`config.mk`:
```
export PLATFORM = sky130hd
export DESIGN_NAME = alu_cmd_issuer
export DESIGN_NICKNAME = d
export VERILOG_FILES = /design/src/rtl/tinyalu_pkg.sv /design/src/rtl/alu_cmd_issuer.sv
export SDC_FILE = /design/constraint.sdc
export NUM_CORES = 1
export LEC_CHECK = 0
export CAP_MARGIN = 20
export CORE_UTILIZATION = 44
export DETAILED_ROUTE_END_ITERATION = 12
export PLACE_DENSITY = 0.79
export RECOVER_POWER = 50
export SLEW_MARGIN = 10
export SYNTH_ARGS = -nofsm -noshare
export SYNTH_HDL_FRONTEND = slang
export SYNTH_SLANG_ARGS = --single-unit
```
`constraint.sdc`:
```
create_clock -name clk -period 2.25 [get_ports clk]
set_input_delay 0.225 -clock clk [delete_from_list [all_inputs] [get_ports clk]]
set_output_delay 0.225 -clock clk [all_outputs]
set_load 0.005 [all_outputs]
```
`src/rtl/tinyalu_pkg.sv`:
```
// Shared definitions for the tinyalu start/done command interface:
// opcode encodings, the issuer state type and the default operand width.
package tinyalu_pkg;

  localparam int unsigned DATA_W_DEFAULT = 8;

  localparam logic [2:0] OP_NOP = 3'b000;
  localparam logic [2:0] OP_ADD = 3'b001;
  localparam logic [2:0] OP_AND = 3'b010;
  localparam logic [2:0] OP_XOR = 3'b011;
  localparam logic [2:0] OP_MUL = 3'b100;

  typedef enum logic [1:0] {
    ST_IDLE,
    ST_ISSUE,
    ST_RESP
  } issuer_state_t;

endpackage

```
`src/rtl/alu_cmd_issuer.sv`:
```
// Initiator for the tinyalu start/done interface: takes commands on a
// valid/ready port, holds start until done or watchdog expiry, returns result.
module alu_cmd_issuer
  import tinyalu_pkg::*;
#(
  parameter int unsigned DATA_W         = DATA_W_DEFAULT,
  parameter int unsigned OP_W           = 3,
  parameter int unsigned TIMEOUT_CYCLES = 16
) (
  input  logic                  clk,
  input  logic                  reset_n,
  input  logic                  cmd_valid,
  output logic                  cmd_ready,
  input  logic [OP_W-1:0]       cmd_op,
  input  logic [DATA_W-1:0]     cmd_a,
  input  logic [DATA_W-1:0]     cmd_b,
  output logic                  alu_start,
  output logic [OP_W-1:0]       alu_op,
  output logic [DATA_W-1:0]     alu_a,
  output logic [DATA_W-1:0]     alu_b,
  input  logic                  alu_done,
  input  logic [2*DATA_W-1:0]   alu_result,
  output logic                  rsp_valid,
  input  logic                  rsp_ready,
  output logic [2*DATA_W-1:0]   rsp_result,
  output logic [OP_W-1:0]       rsp_op,
  output logic                  rsp_err,
  output logic                  spurious_done
);

  localparam int unsigned WD_W = $clog2(TIMEOUT_CYCLES + 1);
  localparam logic [WD_W-1:0] WD_LAST = WD_W'(TIMEOUT_CYCLES - 1);

  issuer_state_t        r_state;
  logic [WD_W-1:0]      r_wd;
  logic                 r_alu_start;
  logic [OP_W-1:0]      r_alu_op;
  logic [DATA_W-1:0]    r_alu_a;
  logic [DATA_W-1:0]    r_alu_b;
  logic                 r_rsp_valid;
  logic [2*DATA_W-1:0]  r_rsp_result;
  logic [OP_W-1:0]      r_rsp_op;
  logic                 r_rsp_err;
  logic                 r_spurious;
  logic                 w_is_nop;

  assign w_is_nop = (cmd_op == OP_W'(OP_NOP));

  always_ff @(posedge clk or negedge reset_n) begin
    if (!reset_n) begin
      r_state      <= ST_IDLE;
      r_wd         <= '0;
      r_alu_start  <= 1'b0;
      r_alu_op     <= '0;
      r_alu_a      <= '0;
      r_alu_b      <= '0;
      r_rsp_valid  <= 1'b0;
      r_rsp_result <= '0;
      r_rsp_op     <= '0;
      r_rsp_err    <= 1'b0;
      r_spurious   <= 1'b0;
    end else begin
      if (alu_done && !r_alu_start) begin
        r_spurious <= 1'b1;
      end
      case (r_state)
        ST_IDLE: begin
          if (cmd_valid) begin
            if (w_is_nop) begin
              // NOP never reaches the responder; it completes locally.
              r_rsp_valid  <= 1'b1;
              r_rsp_result <= '0;
              r_rsp_op     <= '0;
              r_rsp_err    <= 1'b0;
              r_state      <= ST_RESP;
            end else begin
              r_alu_op    <= cmd_op;
              r_alu_a     <= cmd_a;
              r_alu_b     <= cmd_b;
              r_alu_start <= 1'b1;
              r_wd        <= '0;
              r_state     <= ST_ISSUE;
            end
          end
        end
        ST_ISSUE: begin
          // done is checked first so it wins over a coincident timeout
          if (alu_done) begin
            r_alu_start  <= 1'b0;
            r_rsp_result <= alu_result;
            r_rsp_op     <= r_alu_op;
            r_rsp_err    <= 1'b0;
            r_rsp_valid  <= 1'b1;
            r_state      <= ST_RESP;
          end else if (r_wd == WD_LAST) begin
            r_alu_start  <= 1'b0;
            r_rsp_result <= '0;
            r_rsp_op     <= r_alu_op;
            r_rsp_err    <= 1'b1;
            r_rsp_valid  <= 1'b1;
            r_state      <= ST_RESP;
          end else begin
            r_wd <= r_wd + 1'b1;
          end
        end
        ST_RESP: begin
          if (rsp_ready) begin
            r_rsp_valid <= 1'b0;
            r_state     <= ST_IDLE;
          end
        end
        default: r_state <= ST_IDLE;
      endcase
    end
  end

  assign cmd_ready     = (r_state == ST_IDLE);
  assign alu_start     = r_alu_start;
  assign alu_op        = r_alu_op;
  assign alu_a         = r_alu_a;
  assign alu_b         = r_alu_b;
  assign rsp_valid     = r_rsp_valid;
  assign rsp_result    = r_rsp_result;
  assign rsp_op        = r_rsp_op;
  assign rsp_err       = r_rsp_err;
  assign spurious_done = r_spurious;

endmodule

```
==> impl_results.md <==
* Status: finished clean
* Critical path class: flip-flop to flip-flop
* Residual DRC count at 0
* Unique masters post-synth at 29
* First-pass GRT wire length at 8390 µm
* Syn Std Cell Area at 0.00227 mm²
* TNS Setup at 0 ns
* Htree depth at 2
* Synth Flop Type: dfrtp_1
* Post-Syn Instances at 196
* Slew HR at 24.2%
* Most common cell in the netlist: dfrtp_1
* CP arrival at 2.06 ns
* Worst IR Drop VDD at 0.679 mV
* PortBufs at 82
* Share of layout cells above drive strength 1 at 14.0%
* Clock buffer depth at 2
* FFs w/ async S/R, synth at 100%
* Hold Crit Class: flip-flop to flip-flop
* Mapped Nets at 238
* Routed len/inst at 15.5 µm
* Syn-to-layout area delta at 44.6%
* Antenna violations before repair at 0
* Sequential element share of the synthesized area at 53.9%
* Clock skew at 0.00519 ns
* Minimum clock period at 1.88 ns
* Leak at 1.46 nW
* Largest net degree at the start of global routing at 30
* Antenna Cells at 0
* Cts bufs inserted at 5
* Synth cell count leaders: 49 x dfrtp_1, 23 x o21ai_0, 19 x mux2_4, 19 x nand2_1, 18 x a32oi_1
* CTS resizes at 0
* Post-Route WL at 5380 µm
* Number of max-cap violations at 0
* Final Hold Vio Count at 0
* Die footprint at 0.00546 mm²
* Initial DRT Pass Iterations at 4
* DRT antenna net count at 0
* Peak Freq at 533 MHz
* DP HPWL at 3780 µm
* Starting DRC count in detailed routing at 61
* Tcrit/Tclk final at 83.4%
* Synth area leaders: dfrtp_1 54%, mux2_4 13%, a32oi_1 6.9%
* Avg Vias per Cell at 5.33
* RSZ-0062 raised after global routing: no
* Row count at 25
* Total power divided by cell area at 1280 mW/mm²
* Critical Path Fanout Max at 7
* Ys Warns at 0
* Critical Path Start Type: flip-flop
* CTS tree: yes
* DIE WIDTH at 73.9 µm
* Number of global-route vias before repair at 1,811
* Worst-path clk slew at 0.09 ns
* CTS Sinks at 49
* Final Slew Violations at 0
* #FFs+latches synth at 49
* Tightest Pin Transition at 1.14 ns
* Initial Util at 46.9%
* Synth area leader: dfrtp_1
* Gpl congestion at 0.764
* Overflow after GRT at 0
* Synth top area share at 53.9%
* Worst Path Required at 2.44 ns
* Area after DPL at 0.00316 mm²
* Worst-skew pair later-pin latency at 0.31 ns
* DR vias at 1,844
* Die height at 73.9 µm
* Nets at 320
* Crit end category: flip-flop
* Clk root buf: clkbuf_8
* GRT Resource Usage Total at 20.4%
* IO Count at 83
* Syn_area_per_cell at 11.6 µm²
* EDFF count, synth at 0
* Fin area at 0.00329 mm²
* Hold_buf cts at 1
* Final setup viols at 0
* Core ar. at 0.00485 mm²
* Filler cells at 377
* Postcts setup bufs at 0
[final timing paths]
check / depth (start not counted) / to / slack [ns] / from
worst max-delay path: 7 / r_wd[4] / 0.37 / r_wd[0]
worst min-delay path: 1 / spurious_done / 0.48 / spurious_done
worst max register to register: 7 / r_wd[4] / 0.37 / r_wd[0]
worst min register to register: 1 / spurious_done / 0.48 / spurious_done
max in group asynchronous: 3 / alu_op[0] / 0.51 / reset_n
min in group asynchronous: 2 / r_wd[4] / 0.66 / reset_n
[routing by layer]
layer / track usage (%) / vias to the layer above / wire [µm]
li1: - / 880 / -
met5: 0 / - / 0
met3: 3.29 / 8 / 267
met4: 7.05 / 0 / 74
met2: 33.9 / 63 / 2620
met1: 26.8 / 893 / 2410
[final cells by class]
cell class	count	area, µm²	area share [%]
Inverter	4	15.0	0.457
Clock inverter	2	37.5	1.14
Clock buffer	6	82.6	2.51
Timing Repair Buffer	91	885	26.9
Tap cell	67	83.8	2.55
Sequential cell	49	1230	37.3
Multi-Input combinational cell	127	958	29.1
[logic make-up after synthesis]
kind of cell	count (synthesis)	synth area share [%]
fa+ha+maj	2	1.10
buf+inv	20	4.13
simple gates	51	11.7
mux	20	13.0
flops	49	53.9
compound gates	54	16.1
[worst max-delay path: stages (launching register included)]
cell and delay (ns):
dfrtp_1 0.42, ha_1 0.22, and3_1 0.16, ha_1 0.23, nor4b_2 0.30, buf_4 0.21
a21o_1 0.13, o21ai_0 0.09
[power by group]
group / switching [mW] / internal [mW] / total [mW]
Combinational: 0.762 / 1.21 / 1.97
Sequential: 0.307 / 1.29 / 1.60
Clock: 0.295 / 0.361 / 0.656
Total: 1.36 / 2.86 / 4.22
[state kept, by name, summed over array words and instances (netlist names)]
name           cells
rsp_valid          1
rsp_err            1
alu_b              8
r_wd               5
alu_op             3
alu_start          1
r_state            2
alu_a              8
rsp_result        16
spurious_done      1
rsp_op             3
[cell usage in the layout, fill, tap and decap left out, types with 3 or more instances in the layout]
cell	synthesis	routed
a21o_1	3	3
mux2_4	19	19
inv_1	4	4
nand3_1	9	9
nor2_1	5	5
dfrtp_1	49	49
and3_1	3	3
dlygate4sd3_1	0	22
clkbuf_8	0	6
a32oi_1	18	18
a21oi_1	4	4
o21ai_0	23	23
buf_4	0	7
nand2_1	19	19
nor2b_1	4	4
clkdlybuf4s50_1	0	60
[through the flow]
stage	worst slack [ns]	hold WS [ns]	utilization (%)	power, mW	cells
after floorplan	0.345	-0.0706	-	2.60	196
after global placement	0.408	0.210	65.2	3.59	337
after detailed placement	0.348	0.215	65.2	3.66	337
after CTS	0.366	0.416	67.8	4.33	346
after global routing	0.174	0.516	67.8	4.51	346
final	0.374	0.482	67.8	4.22	346
(Power assumes the default switching activity.)
